File: config.mk
export PLATFORM = sky130hd
export DESIGN_NAME = sdram_ref_sched
export DESIGN_NICKNAME = d
export VERILOG_FILES = /design/src/rtl/sdram_pkg.sv /design/src/rtl/sdram_tmr.sv /design/src/rtl/sdram_ref_sched.sv
export SDC_FILE = /design/constraint.sdc
export NUM_CORES = 1
export LEC_CHECK = 0
export CAP_MARGIN = 20
export CORE_MARGIN = 2
export CORE_UTILIZATION = 25
export CTS_CLUSTER_DIAMETER = 50
export DETAILED_ROUTE_END_ITERATION = 7
export PLACE_DENSITY_LB_ADDON = 0.15
export SYNTH_ARGS = -nofsm -noshare
export SYNTH_HDL_FRONTEND = slang
export SYNTH_SLANG_ARGS = --single-unit
File: constraint.sdc
create_clock -name Clk -period 2.8 [get_ports Clk]
set_input_delay 0.56 -clock Clk [delete_from_list [all_inputs] [get_ports Clk]]
set_output_delay 0.56 -clock Clk [all_outputs]
set_load 0.02 [all_outputs]
File: src/rtl/sdram_pkg.sv
// Shared SDRAM scheduling definitions: state encoding, refresh timing
// defaults and command strobe bit positions used by the command encoder.
package sdram_pkg;

  typedef enum logic [2:0] {
    ST_IDLE  = 3'd0,
    ST_USER  = 3'd1,
    ST_PRECH = 3'd2,
    ST_TRP   = 3'd3,
    ST_AREF  = 3'd4,
    ST_TRFC  = 3'd5,
    ST_DONE  = 3'd6
  } sched_state_e;

  localparam int T_RP_DEF  = 3;
  localparam int T_RFC_DEF = 7;
  localparam int CW_DEF    = 4;

  // Bit positions in the command strobe vector
  localparam int CMD_PRE_ALL_IDX = 0;
  localparam int CMD_REF_IDX     = 1;
  localparam int CMD_W           = 2;

endpackage

File: src/rtl/sdram_tmr.sv
// Loadable down-counter with zero / one flags; shared by the tRP and tRFC waits.
// Decrement saturates at zero.
module sdram_tmr #(
  parameter int CW = 4
) (
  input  logic          Clk,
  input  logic          Reset,
  input  logic          load,
  input  logic [CW-1:0] load_val,
  input  logic          dec,
  output logic          zero,
  output logic          one
);

  logic [CW-1:0] cnt;

  always_ff @(posedge Clk or posedge Reset) begin
    if (Reset)
      cnt <= '0;
    else if (load)
      cnt <= load_val;
    else if (dec && !zero)
      cnt <= cnt - CW'(1);
  end

  assign zero = (cnt == '0);
  assign one  = (cnt == CW'(1));

endmodule

File: src/rtl/sdram_ref_sched.sv
// SDRAM command-bus scheduler: arbitrates user bursts against refresh and
// runs PRECHARGE ALL -> AUTO REFRESH. Optional DOUBLE_REF_EN issues two refreshes.
//
// state | meaning
// IDLE  | bus free, waiting for refresh or user request
// USER  | bus granted to user until user_done
// PRECH | PRECHARGE ALL strobe, tRP timer loaded
// TRP   | waiting out tRP
// AREF  | AUTO REFRESH strobe, tRFC timer loaded
// TRFC  | waiting out tRFC
// DONE  | clr_ref strobe, completion count bumped
module sdram_ref_sched
  import sdram_pkg::*;
#(
  parameter int T_RP  = T_RP_DEF,
  parameter int T_RFC = T_RFC_DEF,
  parameter int CW    = CW_DEF
) (
  input  logic        Clk,
  input  logic        Reset,
  input  logic        auto_ref,
  input  logic        p_auto_ref,
  input  logic        user_req,
  input  logic        user_done,
  output logic        user_gnt,
  output logic        cmd_pre_all,
  output logic        cmd_ref,
  output logic        clr_ref,
  output logic        ref_busy,
  output logic [15:0] ref_done_cnt
);

  localparam logic [CW-1:0] RP_LD  = CW'(T_RP - 1);
  localparam logic [CW-1:0] RFC_LD = CW'(T_RFC - 1);

  sched_state_e      state, state_nxt;
  logic              tmr_load, tmr_dec, tmr_zero, tmr_one, tmr_expire;
  logic [CW-1:0]     tmr_load_val;
  logic [CMD_W-1:0]  cmd_vec;
  logic              aref_last_in_aref, aref_last_in_trfc;

`ifdef DOUBLE_REF_EN
  // Toggles on every AREF: 1 between the first and second refresh of a sequence
  logic pass_q;

  always_ff @(posedge Clk or posedge Reset) begin
    if (Reset)
      pass_q <= 1'b0;
    else if (state == ST_AREF)
      pass_q <= ~pass_q;
  end

  assign aref_last_in_aref = pass_q;
  assign aref_last_in_trfc = ~pass_q;
`else
  assign aref_last_in_aref = 1'b1;
  assign aref_last_in_trfc = 1'b1;
`endif

  always_ff @(posedge Clk or posedge Reset) begin
    if (Reset)
      state <= ST_IDLE;
    else
      state <= state_nxt;
  end

  // Wait states exit on the decrement that lands the count at zero, so the
  // strobe spacing equals the full T_RP / T_RFC.
  assign tmr_expire = tmr_one || tmr_zero;

  always_comb begin
    state_nxt = state;
    case (state)
      ST_IDLE: begin
        if (auto_ref)
          state_nxt = ST_PRECH;
        else if (user_req && !p_auto_ref)
          state_nxt = ST_USER;
      end
      ST_USER: begin
        if (user_done)
          state_nxt = auto_ref ? ST_PRECH : ST_IDLE;
      end
      ST_PRECH: state_nxt = (T_RP == 1) ? ST_AREF : ST_TRP;
      ST_TRP: begin
        if (tmr_expire)
          state_nxt = ST_AREF;
      end
      ST_AREF: begin
        if (T_RFC == 1)
          state_nxt = aref_last_in_aref ? ST_DONE : ST_AREF;
        else
          state_nxt = ST_TRFC;
      end
      ST_TRFC: begin
        if (tmr_expire)
          state_nxt = aref_last_in_trfc ? ST_DONE : ST_AREF;
      end
      ST_DONE: state_nxt = ST_IDLE;
      default: state_nxt = ST_IDLE;
    endcase
  end

  always_comb begin
    user_gnt = 1'b0;
    cmd_vec  = '0;
    clr_ref  = 1'b0;
    ref_busy = 1'b0;
    case (state)
      ST_USER:  user_gnt = 1'b1;
      ST_PRECH: begin
        cmd_vec[CMD_PRE_ALL_IDX] = 1'b1;
        ref_busy = 1'b1;
      end
      ST_TRP:   ref_busy = 1'b1;
      ST_AREF: begin
        cmd_vec[CMD_REF_IDX] = 1'b1;
        ref_busy = 1'b1;
      end
      ST_TRFC:  ref_busy = 1'b1;
      ST_DONE: begin
        clr_ref  = 1'b1;
        ref_busy = 1'b1;
      end
      default: ;
    endcase
  end

  assign cmd_pre_all = cmd_vec[CMD_PRE_ALL_IDX];
  assign cmd_ref     = cmd_vec[CMD_REF_IDX];

  assign tmr_load     = (state == ST_PRECH) || (state == ST_AREF);
  assign tmr_load_val = (state == ST_AREF) ? RFC_LD : RP_LD;
  assign tmr_dec      = (state == ST_TRP) || (state == ST_TRFC);

  sdram_tmr #(.CW(CW)) u_tmr (
    .Clk      (Clk),
    .Reset    (Reset),
    .load     (tmr_load),
    .load_val (tmr_load_val),
    .dec      (tmr_dec),
    .zero     (tmr_zero),
    .one      (tmr_one)
  );

  always_ff @(posedge Clk or posedge Reset) begin
    if (Reset)
      ref_done_cnt <= 16'd0;
    else if (state == ST_DONE)
      ref_done_cnt <= ref_done_cnt + 16'd1;
  end

endmodule
# Word level (Yosys, flattened, before mapping)
# Index checks and enable logic that the tools add are counted.
# Widths: inputs -> output; s select.
word_totals:
  ff_bits: 23
  input_bits: 6
  out_inout_bits: 21
  wordCells: 43
classes:
  n_addsub: 2
  n_eq_ne: 11
  n_mux: 15
  reduce_logical: 12
op_table:
  columns: ["cell", "n"]
  rows:
  - ["$mux 3", 6]
  - ["$pmux 3 s6", 1]
  - ["$add 16x1->16 const B", 1]
  - ["$eq 3x3->1 const B", 3]
  - ["$mux 4", 2]
  - ["$eq 3x2->1 const B", 2]
  - ["$ne 2x2->1 const B", 3]
  - ["$mux 1", 5]
  - ["$reduce_or 5->1", 1]
  - ["$eq 4x1->1 const B", 1]
  - ["$logic_not 4->1", 1]
  - ["$reduce_and 4->1", 1]
  - ["$sub 4x1->4 const B", 1]
  - ["$eq 3x1->1 const B", 1]
  - ["$logic_not 3->1", 1]
  - ["$logic_or 1x1->1", 3]
  - ["$ne 3x3->1 const B", 1]
  - ["$logic_and 1x1->1", 2]
  - ["$logic_not 1->1", 2]
  - ["$mux 2", 1]
  - ["$reduce_bool 2->1", 1]

# Longest topological paths before layout
# Gate-level depths: netlist of the first run.
depth:
  word_depth: 5
  ltp_mapped: 6
  depth_no_buf: 6

# Cells and area by module
# From an unflattened synthesis of the first run, not the netlist that was laid out.
hier_totals:
  hier_cells: 123
  hier_area_um2: 1221.2
modules_own_cells:
  columns: ["mod", "n_inst", "cells_per_inst", "area_each_um2"]
  rows:
  - ["sdram_ref_sched", 1, 92, 947.2]
  - ["sdram_tmr", 1, 31, 274.0]

# Least setup slack after synthesis of the first run
# OpenSTA, ideal clock, no wires.
synth_path:
  kind: "reg2out"
  startpoint: "register state[0]"
  endpoint: "output user_gnt"
  t_arrival_ns: 1.074
  required_ns: 2.240
  path_slack_ns: 1.166
  stages_incl_launch_ff: 4
  n_path_buf: 1
  cell_sequence: "dfrtp_1 -> buf_2 -> inv_1 -> nor3_1"
synth_between:
  elab_chain_cells: 2
synth_lines:
  columns: ["element", "line_no", "source"]
  rows:
  - ["from (decl)", "sdram_ref_sched.sv:36", "sched_state_e state, state_nxt;"]
  - ["from (signal assigned)", "sdram_ref_sched.sv:64", "state <= state_nxt;"]
  - ["$eq 3x1->1", "sdram_ref_sched.sv:109", "case (state)"]
  - ["$mux 1", "sdram_ref_sched.sv:109", null]
  - ["to (decl)", "sdram_ref_sched.sv:25", "output logic user_gnt,"]
# No other way between the ends.

# Worst setup path in the final report of the first run
layout_path:
  startpoint: "register state[0]"
  endpoint: "output clr_ref"
layout_between:
  elab_chain_cells: 2
layout_lines:
  columns: ["element", "line_no", "source"]
  rows:
  - ["$eq 3x3->1", "sdram_ref_sched.sv:109", null]
  - ["$mux 1", "sdram_ref_sched.sv:109", null]
  - ["to (decl)", "sdram_ref_sched.sv:28", "output logic clr_ref,"]
# No other way between the ends.

==> results by group, run 1 <==
Routing
  – Routed wire per std cell: 12.2 um
  – Pre-antenna DRT Iters: 4
  – DRT antenna net count: 0
  – DR vias: 899
  – Via/cell ratio: 4.66
  – Residual DRC count: 0
  – Routed WL: 2350 um
  – Initial DRC count: 43

Logic synthesis
  – Post-synthesis sequential area ratio: 49.2%
  – Synth cell types: 31
  – Top_reg_cell synth: dfrtp_1
  – Mean Syn Cell Area: 10.2 um2
  – Async set or reset register ratio after synthesis: 100%
  – Yosys warns: 0
  – Yosys reg bits: 23
  – Most common cell in the netlist: dfrtp_1
  – Post-synth EDFFs: 0
  – Syn Nets: 124
  – Most instantiated cells after synthesis: dfrtp_1, nor2_1, xnor2_1, nand2_1, xor2_1
  – Syn Inst Count: 115
  – Share of the synthesized area in the top cell type: 49.2%
  – Synth top area cells: dfrtp_1, xnor2_1, xor2_1, nor2_1, ha_1
  – Mapped Area: 0.00117 mm2
  – Synth area leader: dfrtp_1

Timing
  – RSZ-0062 raised after global routing: false
  – Post-Route Skew: 0.00395 ns
  – Final setup TNS: 0 ns
  – Final Hold Fails: 0
  – Max Slew Vio Count: 0
  – Crit share post-route: 85.4%
  – Max Clk Rate: 418 MHz
  – Slew at the pin closest to its max-slew limit: 0.327 ns
  – Final setup fails: 0
  – Worst slew margin: 78.2%
  – Tmin final: 2.39 ns

Clock network
  – Clock transition at path regs: 0.09 ns
  – CTS tree: done
  – Cts-stage hold buffer count: 0
  – Root Buffer: clkbuf_8
  – CTS H-tree lvls: 1
  – Setup bufs post-CTS: 0
  – Clk_lat worst skew: 0.26 ns
  – # resized after CTS: 0
  – Clock buffer count from CTS: 3
  – Max Root-Sink Buffers: 2
  – TritonCTS Sinks: 23

Pwr
  – Tot Pwr: 1.12 mW
  – Worst VDD drop: 403 uV
  – Cell Pwr Density: 733 mW/mm2
  – Leak: 0.674 nW

Die
  – Row count: 24
  – Chip width: 72.4 um
  – # IOs: 27
  – Initial core utilization: 26.3%
  – Core area: 0.00444 mm2
  – Full die area: 0.00524 mm2
  – Die Ht: 72.4 um

Place
  – I/O Buffers: 26
  – Placed wire-length estimate: 1760 um
  – Routability cong.: 0.854

Setup path
  – CP required: 2.24 ns
  – Startpoint types: flip-flop
  – Setup CP Type: reg -> out
  – Worst reg2reg path depth: 4
  – WP data arrival: 1.83 ns
  – Crit Path Max Fanout: 11
  – Setup crit end kind: primary output
  – RR Startpoint: state[0]
  – Reg-to-reg critical path endpoint: ref_done_cnt[7]
  – Internal reg-to-reg setup slack: 1.21 ns

Worst hold path
  – Tightest Hold Check Type: reg -> reg
  – Hold worst-path end: ref_done_cnt[15]
  – Worst Hold Launch: ref_done_cnt[15]
  – Hold depth: 1

Run
  – Max_cap viols: 0

GRT
  – Maximum number of pins on one net before global-route repair: 24
  – Vias in the first global route: 854
  – First-pass GRT wire length: 4030 um
  – Gr ovfl total: 0
  – Antenna violations before repair: 0
  – Gr usage total: 9.90%

Cells and area
  – Diodes inserted: 0
  – Layout Area Growth over Synthesis: 30.4%
  – Layout Nets: 151
  – Filler cells: 457
  – Share of layout cells above drive strength 1: 4.96%

Run status
  – Status: finished, final reports clean
[kinds of logic after synthesis]
kind of cell    synth area share, %
compound gates                 9.09
xor+xnor                       12.7
fa+ha+maj                      3.21
buf+inv                        3.64
flops                          49.2
mux                            1.82
simple gates                   20.3
[layer usage]
layer / up-vias / share of wire (%) / routed length (um) / global-route usage (%)
met3: 2 / 5.0 / 118 / 2.92
met4: 0 / 0.59 / 14 / 2.47
met2: 30 / 47 / 1110 / 16.7
li1: 448 / - / - / -
met5: - / 0 / 0 / 0
met1: 419 / 47 / 1110 / 12.4
[registers in the layout, indices dropped and copies added, names as in the netlist]
| signal | cells |
|---|---|
| ref_done_cnt | 16 |
| u_tmr.cnt | 4 |
| state | 3 |
[cell type report]
type                       instances  area [um2]  share of cell area (%)
tap                               52        65.1                    4.27
clock buffer                       3        41.3                    2.71
multi-input combinational         82         552                    36.2
sequential                        23         576                    37.7
timing repair buffer              27         268                    17.6
inverter                           5        18.8                    1.23
clock inverter                     1        5.00                   0.328
[worst max path at each step]
| stage | startpoint | end | slack, ns | cells after the start |
|---|---|---|---|---|
| after floorplan | state[0] | user_gnt | 1.17 | 3 |
| after global placement | state[0] | clr_ref | 0.73 | 3 |
| after detailed placement | state[0] | clr_ref | 0.70 | 3 |
| after CTS | state[0] | clr_ref | 0.39 | 3 |
| after global routing | state[0] | user_gnt | 0.27 | 3 |
| final | state[0] | clr_ref | 0.41 | 3 |
[metrics by stage]
| step | std cells | utilization [%] | setup WS (ns) | cell area, um2 | hold slack [ns] |
|---|---|---|---|---|---|
| 4_1_cts | 193 | 34.3 | 0.392 | 1530 | 0.482 |
| 2_1_floorplan | 115 | - | 1.17 | 1170 | 0.466 |
| 5_1_grt | 193 | 34.3 | 0.271 | 1530 | 0.500 |
| 3_5_place_dp | 189 | 33.3 | 0.698 | 1480 | 0.465 |
| 3_3_place_gp | 189 | 33.3 | 0.731 | 1480 | 0.466 |
| 6_report | 193 | 34.3 | 0.407 | 1530 | 0.476 |
[report_power, final]
| group | switching, mW | total (mW) | internal (mW) |
|---|---|---|---|
| sequential | 0.0885 | 0.479 | 0.391 |
| clock | 0.109 | 0.208 | 0.0993 |
| combinational | 0.220 | 0.431 | 0.211 |
| total | 0.418 | 1.12 | 0.701 |
[critical path: stages (launching register included)]
cell and delay (ns):
dfrtp_1 0.50, inv_1 0.18, and3_1 0.26, clkdlybuf4s50_1 0.63
[cell usage in the layout (no fill, tap or decap), drive strengths merged, types with 3 or more instances in the layout]
master	n
a21oi	3
and3	3
clkbuf	3
clkdlybuf4s50	26
dfrtp	23
ha	3
inv	5
nand2	7
nand3	6
nand4	3
nor2	11
nor3	4
o21ai	4
xnor2	10
xor2	7
(Power assumes the default switching activity.)
==> run 2, diff against run 1 <==
--- a/config.mk
+++ b/config.mk
@@ -5,7 +5,7 @@
 export SDC_FILE = /design/constraint.sdc
 export NUM_CORES = 1
 export LEC_CHECK = 0
-export CAP_MARGIN = 20
+export CAP_MARGIN = 40
 export CORE_MARGIN = 2
 export CORE_UTILIZATION = 25
 export CTS_CLUSTER_DIAMETER = 50
==> results of run 2 <==
Same layout as run 1: the final DEF is identical, and so are final timing and power.
==> run 3, diff against run 2 <==
--- a/config.mk
+++ b/config.mk
@@ -11,6 +11,7 @@
 export CTS_CLUSTER_DIAMETER = 50
 export DETAILED_ROUTE_END_ITERATION = 7
 export PLACE_DENSITY_LB_ADDON = 0.15
+export REMOVE_ABC_BUFFERS = 1
 export SYNTH_ARGS = -nofsm -noshare
 export SYNTH_HDL_FRONTEND = slang
 export SYNTH_SLANG_ARGS = --single-unit
==> constraint.sdc (replaced) <==
create_clock -name Clk -period 2.65 [get_ports Clk]
set_input_delay 0.53 -clock Clk [delete_from_list [all_inputs] [get_ports Clk]]
set_output_delay 0.53 -clock Clk [all_outputs]
set_load 0.02 [all_outputs]
==> results by group, run 3 (synthesis gave the netlist of run 1 again) <==
Clock network
  – Clock transition at path regs: 0.08 ns
  – Clk_lat worst skew: 0.27 ns
  – CTS H-tree lvls: 1
  – Cts-stage hold buffer count: 0
  – Clock buffer count from CTS: 3
  – # resized after CTS: 0
  – Max Root-Sink Buffers: 2
  – TritonCTS Sinks: 23
  – Setup bufs post-CTS: 0
  – Root Buffer: clkbuf_8
  – CTS tree: done

Run
  – Max_cap viols: 0

Cells and area
  – Most frequent cells in the layout: clkdlybuf4s50_1, dfrtp_1, nor2_1, xnor2_1
  – Largest Register: ref_done_cnt
  – Diodes inserted: 0
  – Layout Nets: 151
  – Filler cells: 470
  – Top Registers: ref_done_cnt x16, u_tmr.cnt x4, state x3
  – Share of layout cells above drive strength 1: 4.96%
  – Final core utilization: 34.3%
  – Flip-flop count of the largest register after layout: 16
  – Commonest non-fill, non-tap cell in the layout: clkdlybuf4s50_1
  – Layout Area Growth over Synthesis: 30.4%

Timing
  – Max Slew Vio Count: 0
  – Post-Route Skew: 0.00187 ns
  – Worst hold slack: 0.479 ns
  – Final Hold Fails: 0
  – Max Clk Rate: 422 MHz
  – Tmin final: 2.37 ns
  – Final setup TNS: 0 ns
  – RSZ-0062 raised after global routing: false
  – Crit share post-route: 89.5%
  – Worst slew margin: 77.2%
  – Slew at the pin closest to its max-slew limit: 0.340 ns
  – Final setup fails: 0

Worst hold path
  – Tightest Hold Check Type: reg -> reg
  – Worst Hold Launch: ref_done_cnt[15]

Die
  – Chip width: 72.4 um
  – Full die area: 0.00524 mm2
  – Core area: 0.00444 mm2
  – Row count: 24
  – Die Ht: 72.4 um
  – Initial core utilization: 26.3%
  – # IOs: 27

Run status
  – Status: finished, final reports clean

Routing
  – DR vias: 904
  – Via/cell ratio: 4.68
  – Routed WL: 2430 um
  – Initial DRC count: 16
  – Pre-antenna DRT Iters: 4
  – Residual DRC count: 0
  – DRT antenna net count: 0
  – Routed wire per std cell: 12.6 um

Setup path
  – Setup CP Type: reg -> out
  – Startpoint types: flip-flop
  – Critical path's largest stage delay: 0.63 ns
  – CP required: 2.12 ns
  – WP data arrival: 1.84 ns
  – Setup crit end kind: primary output
  – Critical-path top delay cell: clkdlybuf4s50_1
  – RR Startpoint: state[1]
  – CP cell instances: inv_1 -> and3_1 -> clkdlybuf4s50_1
  – Crit Path Max Fanout: 11
  – Critical path origin: state[0]

Place
  – I/O Buffers: 26
  – Routability cong.: 0.805
  – Placed wire-length estimate: 1790 um

GRT
  – Maximum number of pins on one net before global-route repair: 24
  – Gr ovfl total: 0
  – Vias in the first global route: 887
  – First-pass GRT wire length: 4150 um
  – Gr usage total: 10.3%
  – Antenna violations before repair: 0

Pwr
  – Worst VDD drop: 425 uV
  – Cell Pwr Density: 778 mW/mm2
  – Leak: 0.674 nW
[run 3: cell counts in the layout (fill, tap and decap cells not counted)]
No cell type changed its count.
[run 3: final timing paths]
| path | end | slack, ns | cells past startpoint |
|---|---|---|---|
| setup / recovery | clr_ref | 0.28 | 3 |
| hold / removal | ref_done_cnt[15] | 0.48 | 1 |
| setup reg to reg | ref_done_cnt[7] | 1.06 | 4 |
| hold reg to reg | ref_done_cnt[15] | 0.48 | 1 |
| max in group asynchronous | ref_done_cnt[1] | 1.81 | 3 |
| min in group asynchronous | u_tmr.cnt[3] | 0.60 | 3 |
[run 3: per-layer routing]
layer	vias up	wire, um	global-route usage (%)
li1	447	-	-
met1	430	1080	12.2
met2	23	1190	17.7
met3	4	128	3.19
met4	0	26	3.70
met5	-	0	0
[run 3: power breakdown]
group          total [mW]  leakage, nW  internal, mW  switching (mW)
combinational       0.456        0.343         0.223           0.233
clock               0.223       0.0255         0.105           0.118
sequential          0.507        0.306         0.413          0.0943
[run 3: critical path: cells and delay by family (launching register included)]
| kind | cells | cell delay (ns) |
|---|---|---|
| buf+inv | 2 | 0.81 |
| flops | 1 | 0.49 |
| simple gates | 1 | 0.27 |
[run 3: layout make-up]
cell class / count / area [um2] / share of cell area (%)
well taps: 52 / 65.1 / 4.27
inverters: 5 / 18.8 / 1.23
clock buffers: 3 / 41.3 / 2.71
repair buffers: 27 / 268 / 17.6
multi-input cells: 82 / 552 / 36.2
flip-flops and latches: 23 / 576 / 37.7
clock inverters: 1 / 5.00 / 0.328
[run 3: metrics by stage]
| step | cell area, um2 | cells | total power, mW | setup slack (ns) |
|---|---|---|---|---|
| 6_report | 1530 | 193 | 1.19 | 0.279 |
| 3_3_place_gp | 1480 | 189 | 0.971 | 0.605 |
| 4_1_cts | 1530 | 193 | 1.21 | 0.266 |
| 2_1_floorplan | 1150 | 110 | 0.805 | 1.05 |
| 3_5_place_dp | 1480 | 189 | 0.977 | 0.589 |
| 5_1_grt | 1530 | 193 | 1.29 | 0.164 |
